[src/rtl/fc3_seq_ctrl.sv]
// fc3_seq_ctrl: FC3 step sequencer driving the weight ROM read, MAC enables and result handshake
module fc3_seq_ctrl #(
   parameter int NUM_STEP = 25,
   parameter int ADDR_W   = 12,
   parameter int MAC_LAT  = 2
) (
   input  logic              clk,
   input  logic              rstn,
   input  logic              start,
   input  logic [ADDR_W-1:0] base_addr,
   output logic              busy,
   input  logic              in_valid,
   output logic              in_ready,
   output logic [ADDR_W-1:0] rom_aa,
   output logic              rom_cena,
   output logic              mac_clr,
   output logic              mac_en,
   output logic              mac_last,
   output logic              out_valid,
   input  logic              out_ready,
   output logic              done
);
   localparam int KW = $clog2(NUM_STEP + 1);
   localparam int DW = $clog2(MAC_LAT + 1);
   localparam logic [1:0] S_IDLE  = 2'd0;
   localparam logic [1:0] S_RUN   = 2'd1;
   localparam logic [1:0] S_DRAIN = 2'd2;
   localparam logic [1:0] S_OUT   = 2'd3;

   logic [1:0]        state_q, state_d;
   logic [KW-1:0]     k_q, k_d;
   logic [DW-1:0]     dcnt_q, dcnt_d;
   logic [ADDR_W-1:0] base_q, base_d;
   logic [ADDR_W-1:0] rom_aa_q, rom_aa_d;
   logic              rom_cena_q, rom_cena_d;
   logic              last_rd_q, last_rd_d;
   logic              mac_clr_q, mac_clr_d;
   logic              mac_en_q, mac_en_d;
   logic              mac_last_q, mac_last_d;
   logic              busy_q, busy_d;
   logic              out_valid_q, out_valid_d;
   logic              done_q, done_d;
   logic              hs, hs_last, accept, out_hs;

   assign in_ready  = (state_q == S_RUN) && (k_q < KW'(NUM_STEP));
   assign hs        = in_valid & in_ready;
   assign hs_last   = hs && (k_q == KW'(NUM_STEP - 1));
   assign accept    = (state_q == S_IDLE) && start;
   assign out_hs    = (state_q == S_OUT) && out_ready;
   assign busy      = busy_q;
   assign rom_aa    = rom_aa_q;
   assign rom_cena  = rom_cena_q;
   assign mac_clr   = mac_clr_q;
   assign mac_en    = mac_en_q;
   assign mac_last  = mac_last_q;
   assign out_valid = out_valid_q;
   assign done      = done_q;

   // Next-state: step counting, drain countdown, ROM read issue and the one-cycle MAC pipeline
   always_comb begin
      state_d     = accept ? S_RUN :
                    hs_last ? S_DRAIN :
                    (state_q == S_DRAIN && dcnt_q == DW'(MAC_LAT)) ? S_OUT :
                    out_hs ? S_IDLE : state_q;
      k_d         = accept ? '0 : hs ? k_q + 1'b1 : k_q;
      dcnt_d      = hs_last ? '0 : (state_q == S_DRAIN) ? dcnt_q + 1'b1 : dcnt_q;
      base_d      = accept ? base_addr : base_q;
      rom_aa_d    = hs ? base_q + ADDR_W'(k_q) : rom_aa_q;
      rom_cena_d  = ~hs;
      last_rd_d   = hs_last;
      mac_clr_d   = accept;
      mac_en_d    = ~rom_cena_q;
      mac_last_d  = ~rom_cena_q & last_rd_q;
      busy_d      = state_d != S_IDLE;
      out_valid_d = state_d == S_OUT;
      done_d      = out_hs;
   end

   // State and output registers; reset drops everything back to idle immediately
   always_ff @(posedge clk or negedge rstn) begin
      if (!rstn) begin
         state_q     <= S_IDLE;
         k_q         <= '0;
         dcnt_q      <= '0;
         base_q      <= '0;
         rom_aa_q    <= '0;
         rom_cena_q  <= 1'b1;
         last_rd_q   <= 1'b0;
         mac_clr_q   <= 1'b0;
         mac_en_q    <= 1'b0;
         mac_last_q  <= 1'b0;
         busy_q      <= 1'b0;
         out_valid_q <= 1'b0;
         done_q      <= 1'b0;
      end else begin
         state_q     <= state_d;
         k_q         <= k_d;
         dcnt_q      <= dcnt_d;
         base_q      <= base_d;
         rom_aa_q    <= rom_aa_d;
         rom_cena_q  <= rom_cena_d;
         last_rd_q   <= last_rd_d;
         mac_clr_q   <= mac_clr_d;
         mac_en_q    <= mac_en_d;
         mac_last_q  <= mac_last_d;
         busy_q      <= busy_d;
         out_valid_q <= out_valid_d;
         done_q      <= done_d;
      end
   end
endmodule
[config.mk]
export PLATFORM = sky130hd
export DESIGN_NAME = fc3_seq_ctrl
export DESIGN_NICKNAME = d
export VERILOG_FILES = /design/src/rtl/fc3_seq_ctrl.sv
export SDC_FILE = /design/constraint.sdc
export NUM_CORES = 1
export LEC_CHECK = 0
export CELL_PAD_IN_SITES_DETAIL_PLACEMENT = 0
export CELL_PAD_IN_SITES_GLOBAL_PLACEMENT = 2
export CORE_MARGIN = 2
export CORE_UTILIZATION = 30
export CTS_BUF_LIST = sky130_fd_sc_hd__clkbuf_4 sky130_fd_sc_hd__clkbuf_8 sky130_fd_sc_hd__clkbuf_16
export DETAILED_ROUTE_END_ITERATION = 8
export PLACE_DENSITY_LB_ADDON = 0.1
export SLEW_MARGIN = 10
export SYNTH_ARGS = -nofsm -noshare
export SYNTH_HDL_FRONTEND = slang
export SYNTH_SLANG_ARGS = --single-unit
[constraint.sdc]
create_clock -name clk -period 1.9 [get_ports clk]
set_clock_uncertainty 0.2 [all_clocks]
set_input_delay 0.38 -clock clk [delete_from_list [all_inputs] [get_ports clk]]
set_output_delay 0.38 -clock clk [all_outputs]
set_load 0.02 [all_outputs]
# --- Word level (Yosys, flattened, before mapping) ---
# Cells that the tools add are included.
word_totals:
  regBits: 41
  input_bits: 17
  elab_cells: 44
classes:
  n_addsub: 3
  magnitude_cmp: 1
  eq_ne: 6
  n_mux: 8
  bitwise_logic: 4
  reduce_logical: 9
ops:
  columns: ["cell", "count"]
  rows:
  - ["$add A12 B5 Y12", 1]
  - ["$mux W2", 6]
  - ["$mux W5", 2]
  - ["$eq A2 B2 Y1 const B", 4]
  - ["$reduce_bool A2 Y1", 3]
  - ["$add A5 B1 Y5 const B", 1]
  - ["$eq A5 B5 Y1 const B", 1]
  - ["$logic_and A1 B1 Y1", 5]
  - ["$lt A5 B5 Y1 const B", 1]
  - ["$add A2 B1 Y2 const B", 1]
  - ["$and A1 B1 Y1", 2]
  - ["$eq A2 B1 Y1 const B", 1]
  - ["$logic_not A2 Y1", 1]
  - ["$not A1 Y1", 2]

# --- Depth between registers and ports, before layout ---
logic_depth:
  ltp_word: 7
  depth_mapped: 7

# --- Least setup slack after synthesis ---
# No wires, ideal clock.
synth_path:
  kind: "reg-to-reg"
  from: "reg k_q[0]"
  to: "reg rom_aa_q[10], in the netlist rom_aa[10]"
  arrival_time_ps: 1858
  slack_ps: -240
  path_stages_with_launch: 7
  n_path_buf: 0
  synth_period_minus_slack_ps: 2140
  path_cell_list: "dfrtp_1 > ha_1 > fa_1 > a211o_1 > a21oi_1 > o21ai_0 > a31oi_1"
synth_via:
  elab_chain_len: 3
  elab_cells_between_ends: 4
  cone_classes: "add/sub (1); order compare (1); bitwise (1); reduce/logical (1)"
synth_lines:
  columns: ["item", "line_no", "text"]
  rows:
  - ["from (decl)", "31", "logic [KW-1:0] k_q, k_d;"]
  - ["from (signal assigned)", "97", "k_q <= k_d;"]
  - ["parallel branches: the longest is 3 deep, another holds $add A12 B5 Y12", null, null]
  - ["to (signal assigned)", "100", "rom_aa_q <= rom_aa_d;"]
  - ["to (decl)", "34", "logic [ADDR_W-1:0] rom_aa_q, rom_aa_d;"]
# Several ways; the timed one is not identified.
# A chain may end at the register's enable or synchronous reset.

# --- Final worst setup path ---
layout_path:
  from: "reg k_q[1]"
  to: "out in_ready"
layout_via:
  elab_chain_len: 2
layout_lines:
  columns: ["item", "line_no", "text"]
  rows:
  - ["$lt A5 B5 Y1", "45", "assign in_ready = (state_q == S_RUN) && (k_q < KW'(NUM_STEP));"]
  - ["$logic_and A1 B1 Y1", "45", null]
  - ["to (decl)", "13", "output logic in_ready,"]
# Every way passes these cells.

==> tab_implementation.tex <==
\begin{tabular}{lr}
\hline
Metric & Value \\
\hline
\multicolumn{2}{l}{\textbf{Yosys}} \\
\quad Post-Synthesis Cells & about 170 \\
\quad Part of the Yosys area used for sequential elements & between 50\% and 60\% \\
\quad Ys Warns & 0 \\
\quad Cells taking the most area after synthesis & dfrtp\_1 (52\%), mux2\_2 (6.4\%), ha\_1 (5.2\%), nand2\_1 (3.7\%), nor2\_1 (3.1\%) \\
\quad Dominant synthesized flop cell & dfrtp\_1 \\
\quad Cell area after synthesis & 1930 um\^{}2 \\
\quad Net count of the mapped netlist & about 200 \\
\quad Leading area contributor after synthesis & dfrtp\_1 \\
\quad Proportion of netlist area held by the largest area contributor & between 50\% and 60\% \\
\quad Avg Synthesized Cell Area & $\sim$11 um\^{}2 \\
\quad Number of unique standard cell types used by synthesis & 41 \\
\quad Count of flip-flops with a built-in enable after synthesis & 0 \\
\quad Proportion of synthesized flip-flops having asynchronous set or reset & 100\% \\
\quad Number of synthesized register bits & roughly 40 \\
\multicolumn{2}{l}{\textbf{CTS}} \\
\quad CTS Root Buffer Type & clkbuf\_8 \\
\quad Clock slew at the register clock pins of the worst setup and hold paths & 80 ps \\
\quad Buffer levels on the longest clock path & 2 \\
\quad CTS Buf Count & 5 \\
\quad Count of H-tree levels built during CTS & 2 \\
\quad Clock latency at the later pin of the worst-skew pair & 300 ps \\
\quad CTS tree & done \\
\quad Clock Sinks & 41 \\
\multicolumn{2}{l}{\textbf{STA}} \\
\quad Worst setup margin & -114 ps \\
\quad Maximum clock frequency & 497 MHz \\
\quad Max-slew violation count & 0 \\
\quad Final worst hold slack & between 200 and 250 ps \\
\quad Number of hold violations in the final report & 0 \\
\quad Min Tclk post-route & 2010 ps \\
\quad Final count of negative-setup-slack endpoints & 8 \\
\quad Relative slew slack & between 60 and 70\% \\
\quad Final period utilization & 106\% \\
\quad Transition time at the pin with the least slew margin & 477 ps \\
\quad Setup repair after global routing missed its margin & true \\
\multicolumn{2}{l}{\textbf{Routing}} \\
\quad Number of antenna-violating nets in the routed design & 0 \\
\quad Via Count & approximately 1500 \\
\quad Starting DRT DRC Count & 60 \\
\quad Via density per instance & between 4 and 5 \\
\quad Number of iterations in the first detailed-routing pass & 3 \\
\quad DRC violations left & 0 \\
\quad Sum of routed wire length over all layers & $\sim$4600 um \\
\quad Average routed wire per standard cell & approximately 14 um \\
\multicolumn{2}{l}{\textbf{Cells and area}} \\
\quad Number of fill cells in the layout & 599 \\
\quad Area occupied by multi-input gates & a little under 1000 um\^{}2 \\
\quad Most common library cell in the layout ignoring fill and taps & dfrtp\_1 \\
\quad Area Growth Syn to Fin & 49.6\% \\
\quad Final nets & about 270 \\
\quad Storage cell area & between 1000 and 1500 um\^{}2 \\
\quad Fraction of final layout cells sized beyond drive strength 1 & between 20\% and 30\% \\
\quad Commonest non-fill, non-tap cells in the layout & dfrtp\_1 (39), clkdlybuf4s50\_1 (30), buf\_4 (23) \\
\quad Layout Utilization & 45.9\% \\
\quad Final std cells w/o fill & $\sim$320 \\
\quad Ant. Diodes & 0 \\
\multicolumn{2}{l}{\textbf{Power and ir drop}} \\
\quad Leakage component of the power & roughly 1.3 nW \\
\quad Power per cell area & roughly 1400 nW/um\^{}2 \\
\quad Largest voltage drop on the vdd net & 790 uV \\
\quad Overall Power & 4.09 mW \\
\multicolumn{2}{l}{\textbf{Floorplanning}} \\
\quad I/O pin total & 37 \\
\quad CORE AREA & 6280 um\^{}2 \\
\quad Row count & 29 \\
\quad Die extent in y & 84.1 um \\
\quad Floorplan die area & roughly 7100 um\^{}2 \\
\quad Width of the chip & $\sim$84 um \\
\quad Effective utilization at floorplan & a little under a third \\
\multicolumn{2}{l}{\textbf{Worst setup path}} \\
\quad Crit start category & flip-flop \\
\quad Req. time, crit path & approximately 1300 ps \\
\quad Arrival time reported for the critical path endpoint & roughly 1400 ps \\
\quad Critical Path Sink Type & primary output \\
\quad Worst r2r path cells & 6 \\
\quad Highest fanout seen on the critical path & 2 \\
\quad Kind of critical path & flip-flop to primary output \\
\multicolumn{2}{l}{\textbf{Min path}} \\
\quad Hold crit path type & flip-flop to flip-flop \\
\quad Depth of the worst hold-timing path & 1 \\
\multicolumn{2}{l}{\textbf{GRT}} \\
\quad Remaining Overflow, GRT & 0 \\
\quad Wire length of the first global-routing pass & 8000 um \\
\quad Initial antenna violation count & 0 \\
\quad Maximum number of pins on one net before global-route repair & 23 \\
\quad Number of global-route vias before repair & roughly 1600 \\
\quad Total global-route track usage & 14.2\% \\
\multicolumn{2}{l}{\textbf{Status}} \\
\quad Violated checks & negative setup slack \\
\quad Run status & finished with violations \\
\multicolumn{2}{l}{\textbf{Placement}} \\
\quad Count of input and output buffers & 36 \\
\quad Routability cong. & around 0.74 \\
\quad Worst setup timing slack at the placement stage & -261 ps \\
\quad Post-DP HPWL & 3350 um \\
\quad DP Cell Count & 306 \\
\multicolumn{2}{l}{\textbf{Flow run}} \\
\quad Max Cap Violations & 0 \\
\hline
\end{tabular}
stage by stage:
| stage | area, um^2 | setup TNS, ps |
|---|---|---|
| detailed placement | 2630 | -4290 |
| global placement | 2630 | -3580 |
| CTS | 2860 | -760 |
| finish | 2880 | -591 |
| global route | 2880 | -1370 |
| floorplan | 1960 | -375 |
path summary, 6_finish.rpt:
path	start	slack [ps]	to
worst max-delay path	k_q[1]	-110	in_ready
worst min-delay path	rom_cena	250	mac_en
worst max register to register	k_q[0]	-110	rom_aa[8]
worst min register to register	rom_cena	250	mac_en
max in group asynchronous	rstn	560	rom_cena
min in group asynchronous	rstn	380	mac_clr
Yosys cell counts, types with 3 or more instances:
cell type,n
dfrtp_1,40
nand2_1,19
nor2_1,16
mux2_2,11
ha_1,8
o21ai_0,8
inv_1,6
a31oi_1,5
xnor2_1,5
a21oi_1,4
nand3_1,4
or4_1,4
clkbuf_1,3
nor3b_1,3
layout make-up:
cell class / count / area share (%)
clock buffers: 7 / 3.13
multi-input cells: 120 / 33.6
well taps: 77 / 3.34
repair buffers: 66 / 22.2
clock inverters: 1 / 1.04
flip-flops and latches: 41 / 35.7
inverters: 7 / 0.999
what timing repair did:
| action | CTS | global route |
|---|---|---|
| endpoints found under the setup margin | 14 | 13 |
| buffers inserted | 4 | 0 |
| hold buffers | 1 | 0 |
| resized for setup | 24 | 6 |
| pin swaps | 10 | 7 |
| hold endpoints to repair | 19 | 0 |
where the power goes:
| part | leakage [nW] | switching (mW) | internal [mW] |
|---|---|---|---|
| Sequential | 0.490 | 0.268 | 1.15 |
| Combinational | 0.726 | 0.868 | 1.05 |
| Clock | 0.0619 | 0.313 | 0.443 |
| Total | 1.28 | 1.45 | 2.64 |
per-layer routing:
| layer | global-route usage [%] | part of all wire (%) | vias up | wire [um] |
|---|---|---|---|---|
| li1 | - | - | 754 | - |
| met1 | 17.5 | 43 | 735 | 1980 |
| met2 | 24.6 | 51 | 27 | 2330 |
| met3 | 3.66 | 4.1 | 6 | 189 |
| met4 | 3.96 | 1.3 | 0 | 58 |
| met5 | 0 | 0 | - | 0 |
worst max-delay path, stage by stage (launching register included):
cell and delay [ps]:
dfrtp_1 420, o311a_4 400, nor3b_2 160, buf_4 160
registers in the layout, indices dropped and copies added (netlist names):
signal / count
k_q: 5
mac_en: 1
base_q: 12
dcnt_q: 2
last_rd_q: 1
state_q: 2
mac_last: 1
rom_aa: 12
mac_clr: 1
done: 1
rom_cena: 1
out_valid: 1
busy: 1
kinds of logic after synthesis:
group / share of synthesized area [%]
buffers and inverters: 2.53
multiplexers: 6.95
adder cells (fa/ha/maj): 6.24
flip-flops: 53.3
AND/OR/NAND/NOR: 16.2
XOR/XNOR: 3.18
AO/OA/AOI/OAI: 11.6
Note: power is estimated with default switching activity, not from simulation.
